$ cat src/rtl/accu_cpu_core_if.sv
// Instruction-memory fetch port of the accumulator core.
// The core drives the address and read strobe; memory returns data/valid.
interface accu_cpu_core_if #(
  parameter int PC_W = 5
);
  logic [PC_W-1:0] imem_addr;
  logic            imem_rd;
  logic [PC_W+3:0] imem_data;
  logic            imem_valid;

  modport master (
    output imem_addr,
    output imem_rd,
    input  imem_data,
    input  imem_valid
  );

  modport slave (
    input  imem_addr,
    input  imem_rd,
    output imem_data,
    output imem_valid
  );
endinterface

$ cat src/rtl/accu_cpu_core.sv
// Accumulator CPU core: PC, IR, register file, ALU, CY and A behind a FETCH/EXEC FSM.
// Optional ACCU_CORE_STEP_EN adds a `step` input and a PAUSE state for single-stepping.
module accu_cpu_core #(
  parameter int DATA_W = 8,
  parameter int REG_N  = 16,
  parameter int PC_W   = 5
) (
  input  logic              clk,
  input  logic              Reset,
  accu_cpu_core_if.master   imem,
  output logic [DATA_W-1:0] acc,
  output logic              cy,
  output logic              retire,
`ifdef ACCU_CORE_STEP_EN
  output logic              halted,
  input  logic              step
`else
  output logic              halted
`endif
);

  localparam int IDX_W = (REG_N > 1) ? $clog2(REG_N) : 1;

  typedef enum logic [1:0] {
    S_FETCH,
    S_EXEC,
    S_HALT,
    S_PAUSE
  } state_t;

  state_t            state_q;
  logic [PC_W-1:0]   pc_q;
  logic [PC_W+3:0]   ir_q;
  logic [DATA_W-1:0] a_q;
  logic              cy_q;
  logic              rd_q;
  logic              retire_q;
  logic              halted_q;
  logic [DATA_W-1:0] regs_q [REG_N];

  logic [3:0]        op;
  logic [PC_W-1:0]   opnd;
  logic [IDX_W-1:0]  idx;
  logic [DATA_W-1:0] r;
  logic [DATA_W-1:0] a_d;
  logic              cy_d;
  logic [PC_W-1:0]   pc_d;
  logic              rf_we;
  logic              halt_d;
  logic [DATA_W:0]   sum;

  assign op   = ir_q[PC_W+3:PC_W];
  assign opnd = ir_q[PC_W-1:0];
  assign idx  = opnd[IDX_W-1:0];
  assign r    = regs_q[idx];

  assign imem.imem_addr = pc_q;
  assign imem.imem_rd   = rd_q;
  assign acc            = a_q;
  assign cy             = cy_q;
  assign retire         = retire_q;
  assign halted         = halted_q;

  // Decode IR and compute the architectural state committed at the end of EXEC.
  always_comb begin
    a_d    = a_q;
    cy_d   = cy_q;
    pc_d   = pc_q + PC_W'(1);
    rf_we  = 1'b0;
    halt_d = 1'b0;
    sum    = '0;
    unique case (op)
      4'h1: a_d = r;
      4'h2: rf_we = 1'b1;
      4'h3: begin
        sum = {1'b0, a_q} + {1'b0, r};
        {cy_d, a_d} = sum;
      end
      4'h4: begin
        sum = {1'b0, a_q} + {1'b0, r} + {{DATA_W{1'b0}}, cy_q};
        {cy_d, a_d} = sum;
      end
      4'h5: begin
        sum = {1'b0, a_q} - {1'b0, r};
        {cy_d, a_d} = sum;
      end
      4'h6: a_d = a_q & r;
      4'h7: a_d = a_q | r;
      4'h8: a_d = a_q ^ r;
      4'h9: cy_d = 1'b0;
      4'hA: pc_d = opnd;
      4'hB: if (a_q == '0) pc_d = opnd;
      4'hC: if (cy_q) pc_d = opnd;
      4'hD: a_d = DATA_W'(opnd);
      4'hE: {cy_d, a_d} = {a_q, 1'b0};
      4'hF: begin
        halt_d = 1'b1;
        pc_d   = pc_q;
      end
      default: ;
    endcase
  end

  // FSM, registered outputs and all architectural state; Reset wins over everything.
  always_ff @(posedge clk) begin
    if (Reset) begin
      state_q  <= S_FETCH;
      pc_q     <= '0;
      ir_q     <= '0;
      a_q      <= '0;
      cy_q     <= 1'b0;
      rd_q     <= 1'b1;
      retire_q <= 1'b0;
      halted_q <= 1'b0;
      for (int i = 0; i < REG_N; i++) regs_q[i] <= '0;
    end else begin
      unique case (state_q)
        S_FETCH: begin
          if (imem.imem_valid) begin
            ir_q     <= imem.imem_data;
            state_q  <= S_EXEC;
            rd_q     <= 1'b0;
            retire_q <= 1'b1;
          end
        end
        S_EXEC: begin
          retire_q <= 1'b0;
          a_q      <= a_d;
          cy_q     <= cy_d;
          pc_q     <= pc_d;
          if (rf_we) regs_q[idx] <= a_q;
          if (halt_d) begin
            state_q  <= S_HALT;
            halted_q <= 1'b1;
          end else begin
`ifdef ACCU_CORE_STEP_EN
            state_q <= S_PAUSE;
`else
            state_q <= S_FETCH;
            rd_q    <= 1'b1;
`endif
          end
        end
`ifdef ACCU_CORE_STEP_EN
        S_PAUSE: begin
          if (step) begin
            state_q <= S_FETCH;
            rd_q    <= 1'b1;
          end
        end
`endif
        default: ;
      endcase
    end
  end

endmodule

$ cat src/flat_wrapper.sv
// flat-port wrapper written by rule: the top's interface ports become plain ports
module accu_cpu_core_flat 
#(
  parameter int DATA_W = 8,
  parameter int REG_N  = 16,
  parameter int PC_W   = 5
)
  (clk, Reset, acc, cy, retire, halted, imem_imem_addr, imem_imem_rd, imem_imem_data, imem_imem_valid);
  accu_cpu_core_if #(.PC_W(PC_W)) imem_i ();
  input  logic clk;
  input  logic Reset;
  output logic [DATA_W-1:0] acc;
  output logic cy;
  output logic retire;
  output logic halted;
  output wire logic [$bits(imem_i.imem_addr)-1:0] imem_imem_addr;
  output wire logic [$bits(imem_i.imem_rd)-1:0] imem_imem_rd;
  input wire logic [$bits(imem_i.imem_data)-1:0] imem_imem_data;
  input wire logic [$bits(imem_i.imem_valid)-1:0] imem_imem_valid;
  assign imem_imem_addr = imem_i.imem_addr;
  assign imem_imem_rd = imem_i.imem_rd;
  assign imem_i.imem_data = imem_imem_data;
  assign imem_i.imem_valid = imem_imem_valid;
  accu_cpu_core #(.DATA_W(DATA_W), .REG_N(REG_N), .PC_W(PC_W)) u_core (.clk(clk), .Reset(Reset), .imem(imem_i), .acc(acc), .cy(cy), .retire(retire), .halted(halted));
endmodule
$ cat config.mk
export PLATFORM = sky130hd
export DESIGN_NAME = accu_cpu_core_flat
export DESIGN_NICKNAME = d
export VERILOG_FILES = /design/src/rtl/accu_cpu_core_if.sv /design/src/rtl/accu_cpu_core.sv /design/src/flat_wrapper.sv
export SDC_FILE = /design/constraint.sdc
export NUM_CORES = 1
export LEC_CHECK = 0
export ABC_AREA = 1
export CORE_MARGIN = 1.5
export CORE_UTILIZATION = 25
export DETAILED_ROUTE_END_ITERATION = 8
export PLACE_DENSITY_LB_ADDON = 0.25
export SYNTH_ARGS = -nofsm -noshare
export SYNTH_HDL_FRONTEND = slang
export SYNTH_SLANG_ARGS = --single-unit
$ cat constraint.sdc
create_clock -name clk -period 4.5 [get_ports clk]
set_clock_uncertainty 0.15 [all_clocks]
set_input_delay 0.45 -clock clk [delete_from_list [all_inputs] [get_ports clk]]
set_output_delay 0.45 -clock clk [all_outputs]
set_load 0.1 [all_outputs]
==> results.py <==
metrics = {
    "worst_setup_path": {
        "path_max_fanout": 66,
        "r2r_setup_slack_ns": 0.71,
        "arrival_ns": 3.96,
        "setup.worst_path.start_class": "flip-flop",
        "endpoint_kind": "flip-flop",
        "timing.rr.end": "u_core.acc[5]",
        "criticalPathCategory": "reg2reg",
        "required_ns": 4.67,
        "reg2reg_depth": 18,
    },
    "flow_run": {
        "drv_cap": 0,
    },
    "sta": {
        "max_freq_mhz": 264,
        "rsz0062_at_grt": "false",
        "hold_slack_ns": 0.306,
        "setup-violations-final": 0,
        "setup_ws_ns": 0.706,
        "slew_viol_final": 0,
        "max_slew_margin_pct": 33.6,
        "fin_crit_ns": 3.79,
        "setup_tns_ns": 0,
        "finalHoldViolCount": 0,
        "max_slew.worst_pin.slew_ns": 0.993,
        "fin_crit_sh_pct": 84.3,
    },
    "place": {
        "preCtsSetupSlack_ns": 0.714,
        "post-dp-hpwl_mm": 18.3,
        "place.gp.congestion": 0.901,
        "io_buffers": 28,
    },
    "synth": {
        "post_synth.cell_area_avg_um2": 8.60,
        "ys_warn_count": 0,
        "synth_area_um2": 8680,
        "syn_nets": 1052,
        "synth_cells": 1009,
        "ys_seq_area_share_pct": 51.4,
        "synth_top_area_share_pct": 44.3,
        "synth_cell_type_count": 43,
        "ys_ff_latch": 159,
        "yosysTopAreaCell": "edfxtp_1",
        "synth_area_leaders": "edfxtp_1 44%, nor2_1 11%, dfxtp_1 7.1%",
    },
    "floorplan": {
        "rows": 68,
        "core_um2": 34400,
        "start_util_pct": 25.3,
        "die_area_um2": 35800,
        "io_pins": 29,
        "fp.dieW_um": 189,
        "die_h_um": 189,
    },
    "global_routing": {
        "grt_pass1_vias": 6913,
        "grt_max_degree": 67,
        "overflow": 0,
        "grt_pass1_wl_mm": 41.6,
        "gr-usage-all-layers_pct": 15.3,
        "antenna_found_initial": 0,
    },
    "layout": {
        "layout_commonest_cell": "nor2_1",
        "num_antenna_cells": 0,
        "regArea_um2": 4470,
        "fillers": 3702,
        "drive_gt1_share_pct": 8.45,
        "final_cell_mix": "254 x nor2_1, 134 x nand2_1, 128 x edfxtp_1",
        "fin_nets": 1072,
        "multi_input_area_um2": 3680,
        "area_delta_synth_final_pct": 15.1,
    },
    "power": {
        "irDropWorstVdd_mv": 0.223,
        "power_density_nw_per_um2": 383,
        "p_leak_uw": 0.00370,
    },
    "cts": {
        "clk_pin_slew_ns": 0.07,
        "hold_buffers": 0,
        "cts.sinks": 159,
        "clk_latency_ns": 0.43,
        "clockBufferDepth": 2,
        "cts_buffers": 17,
        "cts_tree": "built",
        "htree_levels": 4,
        "post_cts_buffers": 0,
        "clockRootBuffer": "clkbuf_16",
        "cts_resized": 0,
    },
    "drt": {
        "first_pass_iters": 5,
        "num_vias": 7103,
        "drc": 0,
        "drtIter0Drc": 680,
        "wirelength_mm": 26.9,
        "wl_per_cell_um": 18.0,
        "ant_nets": 0,
        "via_per_inst": 4.74,
    },
    "worst_hold_path": {
        "hp-class": "reg2reg",
        "worstHoldPathCells": 2,
        "min-delay-start": "u_core.halted",
        "min_to": "u_core.halted",
    },
    "run_status": {
        "outcome": "completed",
    },
}
-- report_power, final --
part / internal (µW) / leakage (µW) / total, µW / switching [µW]
Sequential: 1640 / 0.00157 / 1680 / 43.5
Clock: 770 / 0.000274 / 1410 / 637
Combinational: 194 / 0.00186 / 738 / 543
-- synth_stat cells --
cell and instances:
a211oi_1 1, a21oi_1 40, a21oi_4 1, a22o_1 1, a31oi_1 2, buf_2 9
buf_4 2, buf_6 4, clkbuf_1 25, clkbuf_2 1, clkinv_1 8, dfxtp_1 31
edfxtp_1 128, fa_1 2, ha_1 29, inv_1 70, inv_2 10, inv_4 1
nand2_1 134, nand2_2 17, nand3_1 42, nand3b_1 1, nand4_1 14, nand4_2 1
nor2_1 254, nor2_2 4, nor2_4 1, nor3_1 7, nor3_4 4, nor4_1 1
o2111ai_1 3, o211ai_1 37, o211ai_2 1, o21ai_0 94, o21ai_1 9, o21ai_4 1
o21bai_1 1, o221ai_1 2, o22ai_1 10, o31ai_1 2, xnor2_1 1, xor2_1 2
xor2_4 1
-- logic make-up after synthesis --
| kind of cell | synth area share [%] |
|---|---|
| AOI/OAI and AO/OA | 13.8 |
| xor gates and xnor gates | 0.620 |
| adders and majority gates | 4.64 |
| buffers and inverters | 6.23 |
| DFF | 51.4 |
| and+or+nand+nor | 23.3 |
-- registers in the layout, indices dropped and copies added, names as in the netlist, named ones only --
name	count
u_core.regs_q	128
u_core.ir_q	9
u_core.acc	8
u_core.imem.imem_addr	5
u_core.state_q	2
u_core.cy	1
u_core.halted	1
u_core.imem.imem_rd	1
-- routing by layer --
layer / part of all wire, % / vias up / GRT usage, % / wire [µm]
met5: 0 / - / 0 / 0
met4: 1.1 / 0 / 3.54 / 306
met3: 4.5 / 20 / 2.47 / 1210
met2: 47 / 180 / 24.5 / 12600
met1: 47 / 3437 / 21.5 / 12800
li1: - / 3466 / - / -
-- through the flow --
| stage | util (%) | power (µW) | cell area, µm² | cells |
|---|---|---|---|---|
| final | 29.1 | 3830 | 10000 | 1497 |
| after global placement | 27.4 | 2450 | 9430 | 1465 |
| after floorplan | - | 2220 | 8680 | 1009 |
| after global routing | 29.1 | 3990 | 10000 | 1497 |
| after CTS | 29.1 | 3850 | 10000 | 1497 |
| after detailed placement | 27.4 | 2450 | 9430 | 1465 |
-- cell type report --
type / instances / area share [%]
Clock buffer: 17 / 4.26
Clock inverter: 15 / 1.36
Inverter: 89 / 3.37
Multi-Input combinational cell: 720 / 36.8
Sequential cell: 159 / 44.7
Tap cell: 455 / 5.70
Timing Repair Buffer: 42 / 3.86
-- critical path, cell delays in order, from the launching register on --
cell      delay (ns)
dfxtp_2         0.35
buf_4           0.52
a21oi_1         0.14
o21ai_0         0.09
o21ai_0         0.13
o211ai_1        0.25
nand2_1         0.16
ha_1            0.30
fa_1            0.45
nand2_1         0.11
nand2_1         0.08
nand2_1         0.06
nand2_1         0.14
nor2_1          0.30
a21oi_1         0.10
o21ai_0         0.09
nand4_1         0.10
nand2_1         0.08
a21oi_1         0.05
-- worst max-delay path by stage --
| stage | endpoint | slack, ns | cells after the start |
|---|---|---|---|
| floorplan | u_core.cy | 1.12 | 17 |
| global placement | u_core.acc[7] | 0.72 | 19 |
| detailed placement | u_core.acc[7] | 0.71 | 19 |
| CTS | u_core.acc[7] | 0.71 | 19 |
| global route | u_core.acc[6] | 0.32 | 19 |
| finish | u_core.acc[5] | 0.71 | 18 |
(Power assumes the default switching activity.)
